===== config.mk =====
export PLATFORM = sky130hd
export DESIGN_NAME = uart_result_tx
export DESIGN_NICKNAME = d
export VERILOG_FILES = /design/src/rtl/alu_uart_pkg.sv /design/src/rtl/uart_bit_timer.sv /design/src/rtl/uart_result_tx.sv
export SDC_FILE = /design/constraint.sdc
export NUM_CORES = 1
export LEC_CHECK = 0
export CELL_PAD_IN_SITES_DETAIL_PLACEMENT = 1
export CELL_PAD_IN_SITES_GLOBAL_PLACEMENT = 1
export CORE_MARGIN = 8
export CORE_UTILIZATION = 25
export CTS_CLUSTER_SIZE = 24
export DETAILED_ROUTE_END_ITERATION = 7
export HOLD_SLACK_MARGIN = 0.12
export MAX_ROUTING_LAYER = met4
export PLACE_DENSITY = 0.51
export SKIP_CTS_REPAIR_TIMING = 1
export SLEW_MARGIN = 5
export SYNTH_ARGS = -nofsm -noshare
export SYNTH_HDL_FRONTEND = slang
export SYNTH_HIERARCHICAL = 1
export SYNTH_SLANG_ARGS = --single-unit

===== constraint.sdc =====
create_clock -name clock -period 5 [get_ports clock]
set_input_delay 1.25 -clock clock [delete_from_list [all_inputs] [get_ports clock]]
set_output_delay 1.25 -clock clock [all_outputs]
set_load 0.005 [all_outputs]

===== src/rtl/alu_uart_pkg.sv =====
// ============================================================
// alu_uart_pkg : UART framing defaults and TX FSM encoding
// Rev 1.0
// ============================================================
`default_nettype none

package alu_uart_pkg;
  localparam int DEFAULT_CLKS_PER_BIT = 10417;  // 100 MHz / 9600 baud
  localparam int DEFAULT_SIZE_DATA    = 8;

  typedef enum logic [1:0] {
    IDLE  = 2'd0,
    START = 2'd1,
    DATA  = 2'd2,
    STOP  = 2'd3
  } tx_state_t;
endpackage

`default_nettype wire


===== src/rtl/uart_bit_timer.sv =====
// ============================================================
// uart_bit_timer : bit-period counter, flags last cycle of a bit
// Rev 1.0
// ============================================================
`default_nettype none

module uart_bit_timer
  import alu_uart_pkg::*;
#(
  parameter int CLKS_PER_BIT = DEFAULT_CLKS_PER_BIT
) (
  input  logic clock,
  input  logic i_reset,
  input  logic i_clear,
  output logic o_bit_end
);

  localparam int TW = $clog2(CLKS_PER_BIT);
  localparam logic [TW-1:0] LAST = TW'(CLKS_PER_BIT - 1);

  logic [TW-1:0] count;

  always_ff @(posedge clock or negedge i_reset) begin
    if (!i_reset) begin
      count <= '0;
    end else if (i_clear || o_bit_end) begin
      count <= '0;
    end else begin
      count <= count + TW'(1);
    end
  end

  assign o_bit_end = (count == LAST);

endmodule

`default_nettype wire


===== src/rtl/uart_result_tx.sv =====
// ============================================================
// uart_result_tx : 8N1 LSB-first serializer for ALU results
// Rev 1.0
// ============================================================
`default_nettype none

module uart_result_tx
  import alu_uart_pkg::*;
#(
  parameter int SIZE_DATA    = DEFAULT_SIZE_DATA,
  parameter int CLKS_PER_BIT = DEFAULT_CLKS_PER_BIT
) (
  input  logic                 clock,
  input  logic                 i_reset,
  input  logic                 i_tx_start,
  input  logic [SIZE_DATA-1:0] i_data,
  output logic                 o_tx,
  output logic                 o_busy,
  output logic                 o_done
);

  localparam int IW = $clog2(SIZE_DATA + 1);
  localparam logic [IW-1:0] LAST_BIT = IW'(SIZE_DATA - 1);

  tx_state_t            state, state_next;
  logic [SIZE_DATA-1:0] shift, shift_next;
  logic [IW-1:0]        bit_idx, bit_idx_next;
  logic                 tx_next;
  logic                 done_next;
  logic                 bit_end;
  logic                 timer_clear;

  // Timer is held at zero while idle so bit edges align to the accept edge.
  uart_bit_timer #(
    .CLKS_PER_BIT(CLKS_PER_BIT)
  ) u_timer (
    .clock     (clock),
    .i_reset   (i_reset),
    .i_clear   (timer_clear),
    .o_bit_end (bit_end)
  );

  always_ff @(posedge clock or negedge i_reset) begin
    if (!i_reset) begin
      state <= IDLE;
    end else begin
      state <= state_next;
    end
  end

  always_ff @(posedge clock or negedge i_reset) begin
    if (!i_reset) begin
      shift   <= '0;
      bit_idx <= '0;
      o_tx    <= 1'b1;
      o_done  <= 1'b0;
    end else begin
      shift   <= shift_next;
      bit_idx <= bit_idx_next;
      o_tx    <= tx_next;
      o_done  <= done_next;
    end
  end

  always_comb begin
    state_next   = state;
    shift_next   = shift;
    bit_idx_next = bit_idx;
    timer_clear  = 1'b0;
    done_next    = 1'b0;
    case (state)
      IDLE: begin
        timer_clear = 1'b1;
        if (i_tx_start) begin
          state_next   = START;
          shift_next   = i_data;
          bit_idx_next = '0;
        end
      end
      START: begin
        if (bit_end) state_next = DATA;
      end
      DATA: begin
        if (bit_end) begin
          shift_next   = shift >> 1;
          bit_idx_next = bit_idx + IW'(1);
          if (bit_idx == LAST_BIT) state_next = STOP;
        end
      end
      STOP: begin
        if (bit_end) begin
          state_next = IDLE;
          done_next  = 1'b1;
        end
      end
      default: state_next = IDLE;
    endcase

    // Line level is computed from the next state so the output register
    // presents each bit in the same cycle the state enters it.
    tx_next = 1'b1;
    case (state_next)
      START:   tx_next = 1'b0;
      DATA:    tx_next = shift_next[0];
      default: tx_next = 1'b1;
    endcase
  end

  assign o_busy = (state != IDLE);

endmodule

`default_nettype wire


# Word level (Yosys, flattened, before mapping)
# Cells that the tools add are included.
# totals
ff_bits,30
out_inout_bits,3
# op_classes
addsub,2
n_reduce_logical,5
mux,17
eq_ne,9
# ops
op,count
2-to-1 mux 8 bit,2
one-hot mux 8 bit (2 select lines),1
adder 14 x 1 -> 14 bit (second input constant),1
equality test 14 bit (second input constant),1
2-to-1 mux 14 bit,1
2-to-1 mux 2 bit,5
2-to-1 mux 4 bit,2
one-hot mux 2 bit (4 select lines),1
one-hot mux 4 bit (2 select lines),1
equality test 2 bit (second input constant),3
adder 4 x 1 -> 4 bit (second input constant),1
equality test 2 x 1 -> 1 bit (second input constant),2
equality test 4 x 3 -> 1 bit (second input constant),1
nonzero test 2 bit,2
2-to-1 mux 1 bit,3
AND reduction 3 bit,1
zero test 2 bit,1
!= test 2 x 1 -> 1 bit (second input constant),1
!= test 2 bit (second input constant),1
one-hot mux 1 bit (2 select lines),1
logical OR 1 bit,1

# Logic depth before layout (Yosys ltp)
# depth
ltp_word,6
ltp_mapped,9
depth_no_buf,7

# By module
# Netlist, hierarchy kept.
# by_module_without_submodules
module,instances,cells_per_inst,area_per_inst_um2,seq_area_each_um2
uart_result_tx,1,83,857.1,401.6
uart_bit_timer,1,74,714.4,350.3

# Least setup slack after synthesis
# No wires, ideal clock.
# synth_timing
path_type,register to output
from,register state[0]
to,output o_busy
path_buffers,2
path_stages_with_launch,4
t_arrival_ps,918
setup_slack_ps,2832
required_ps,3750
cell_sequence,dfrtp_1 > buf_6 > buf_2 > or2_2
# synth_between
elab_chain_len,1
# synth_lines
item,line,rtl
"start, declared",uart_result_tx.sv:25,"tx_state_t state, state_next;"
"start signal, assigned",uart_result_tx.sv:47,state <= state_next;
nonzero test 2 bit,uart_result_tx.sv:109,assign o_busy = (state != IDLE);
"end, declared",uart_result_tx.sv:18,"output logic o_busy,"
# Every way passes these cells.

# Final worst setup path
# Ends and elaborated chain as after synthesis.

==> impl_metrics.py <==
metrics = {
    "run_status": {
        "status": "finished clean",
    },
    "detailed_routing": {
        "dr_wl_met2_um": 1740,
        "drt_first_pass_iters": 4,
        "m1WireLength_um": 1660,
        "wl_per_cell_um": 14.3,
        "highest_layer": "met4",
        "ant_nets": 0,
        "via_per_inst": 4.60,
        "via_count": 1136,
        "routed-wl-met3_um": 95,
        "drtIter0Drc": 39,
        "drc": 0,
        "drt_wl_total_um": 3530,
    },
    "place": {
        "dp_cells": 239,
        "port_buffers": 13,
        "finalWeightedCongestion": 0.745,
        "dp_hpwl_um": 2430,
    },
    "synthesis": {
        "synth.most_common_cell": "dfrtp_1",
        "synth_seq_area_share": 0.479,
        "synth_cell_types": 45,
        "synth_area_leaders": "dfrtp_1, xnor2_1, nor2_1",
        "synth_top_area_frac": 0.462,
        "netlist_instances": 157,
        "synth-async-reset-ratio": 1.00,
        "syn_area_sq_um": 1570,
        "synth_nets": 171,
        "yosysTopAreaCell": "dfrtp_1",
        "synth_edf_count": 0,
        "ys.flop_type": "dfrtp_1",
        "ys_seq_elements": 30,
        "synthesis.area_per_instance_sq_um": 10.0,
        "ys_top_cells_by_count": "dfrtp_1, nor2_1, nand2_1, nand3_1, xnor2_1",
        "yosys_warnings": 6,
    },
    "worst_hold_path": {
        "whs_path_depth": 2,
        "hold_class": "flip-flop to flip-flop",
        "holdPathEnd": "shift[6]$_DFFE_PN0P_",
        "min_from": "shift[7]$_DFFE_PN0P_",
    },
    "setup_path": {
        "critPathMaxFanout": 18,
        "r2r_end": "bit_idx[3]$_DFFE_PN0P_",
        "startpoint_type": "flip-flop",
        "crit_path_end_kind": "output port",
        "worstReg2RegStart": "u_timer/count[2]$_DFF_PN0_",
        "crit_type": "flip-flop to output port",
        "rr_worst_depth": 6,
        "worstPathRequired_ps": 3750,
        "cp.arrival_ps": 1690,
        "reg2reg_slack_ps": 2740,
    },
    "timing": {
        "finalCritPeriodShare": 0.588,
        "drv_slew": 0,
        "fmax_mhz": 340,
        "rsz0062_at_grt": "no",
        "slew_headroom": 0.629,
        "tightest_slew_ps": 556,
        "finalSetupTns_ps": 0,
        "period_needed_ps": 2940,
        "setup_viol": 0,
        "hold_viol_final": 0,
        "fin_worst_skew_ps": 3.92,
    },
    "clock_network": {
        "clk_pin_slew_ps": 70,
        "numCtsBuffers": 5,
        "cts.sinks": 30,
        "clockBufferDepth": 2,
        "clk_latency_ps": 280,
        "cts_tree": "yes",
        "root_buffer": "clkbuf_8",
        "htree_levels": 2,
    },
    "grt": {
        "grt_pass1_wl_um": 6060,
        "grt_max_degree": 31,
        "grt_overflow": 0,
        "grt_pass1_vias": 1244,
        "grt_antenna_before_repair": 0,
        "grt_use_total": 0.0896,
    },
    "pwr": {
        "p_int_uw": 469,
        "p_comb_frac": 0.160,
        "p_seq_frac": 0.485,
        "p_sw_uw": 185,
        "power_density_nw_per_um2": 355,
        "vdd_ir_drop_max_v": 0.000183,
        "p_leak_uw": 0.000778,
        "p_sw_frac": 0.283,
        "pwr-share-clk": 0.354,
    },
    "layout": {
        "finish.utilization": 0.297,
        "drive_above_1_share": 0.106,
        "n_fill_cell": 715,
        "area_growth_pct": 17.4,
        "finalNonFillerCells": 247,
        "fin_nets": 183,
        "n_antenna_cell": 0,
    },
    "floorplanning": {
        "core_sq_um": 6200,
        "rows": 29,
        "die_area_sq_um": 9080,
        "die-width_um": 95.3,
        "ios": 14,
        "die_height_um": 95.3,
        "initial_core_util": 0.253,
    },
    "job": {
        "drv_cap": 0,
    },
}
## layout make-up
class | instances | area (sq um) | share of cell area
multi-input cells | 110 | 716 | 0.388
clock buffers | 8 | 110 | 0.0597
flip-flops and latches | 30 | 752 | 0.407
repair buffers | 15 | 145 | 0.0786
inverters | 7 | 26.3 | 0.0142
well taps | 77 | 96.3 | 0.0522
## routing by layer
metal / vias up / track usage
li1: 559 / -
met3: 5 / 0.0268
met2: 11 / 0.142
met4: 0 / 0.0351
met1: 561 / 0.104
met5: - / -
## worst max-delay path by stage
| stage | start | to | slack (ps) | depth (start not counted) |
|---|---|---|---|---|
| finish | state[0]$_DFF_PN0_ | o_busy | 2060 | 2 |
| global route | state[0]$_DFF_PN0_ | o_busy | 2010 | 2 |
| CTS | state[0]$_DFF_PN0_ | o_busy | 2050 | 2 |
| detailed placement | i_tx_start | bit_idx[0]$_DFFE_PN0P_ | 2320 | 4 |
| global placement | i_tx_start | bit_idx[3]$_DFFE_PN0P_ | 2340 | 4 |
| floorplan | state[0]$_DFF_PN0_ | o_busy | 2830 | 3 |
## cells in the final DEF, fill, tap and decap left out, types with 3 or more instances in the layout
master,n
a22oi_1,6
clkbuf_8,8
clkdlybuf4s50_1,13
dfrtp_1,29
ha_1,3
inv_1,7
nand2_1,13
nand3_1,12
nor2_1,21
nor3_1,3
nor4_1,3
xnor2_1,12
## worst max-delay path: stages, from the launching register on
cell             delay (ps)
dfrtp_1                 580
or2_2                   380
clkdlybuf4s50_1         450
## metrics by stage
step / area, sq um / hold slack [ps] / setup WS [ps] / total power [uW]
6_report: 1850 / 499 / 2060 / 655
5_1_grt: 1850 / 538 / 2010 / 699
4_1_cts: 1850 / 506 / 2050 / 670
3_5_place_dp: 1740 / 491 / 2320 / 428
3_3_place_gp: 1740 / 476 / 2340 / 422
2_1_floorplan: 1570 / 462 / 2830 / 390
## sequential cells by signal, indices dropped and copies added, names as in the netlist
register / flops
o_tx: 1
bit_idx: 4
shift: 8
state: 2
u_timer/count: 14
o_done: 1
## cell families after synthesis
kind of cell | Yosys count | share of synthesized area
buffers and inverters | 17 | 0.0661
multiplexers | 1 | 0.00637
adder cells (fa/ha/maj) | 3 | 0.0239
XOR/XNOR | 14 | 0.0780
flip-flops | 30 | 0.479
AND/OR/NAND/NOR | 73 | 0.258
AO/OA/AOI/OAI | 19 | 0.0892
## power by group through the flow
stage,logic (uW),registers (uW),clock network (uW)
after floorplan,80.8,309,0
after global placement,102,320,0
after detailed placement,106,321,0
after CTS,108,317,244
after global routing,122,323,254
final,105,318,232
Note: power is estimated with default switching activity, not from simulation.
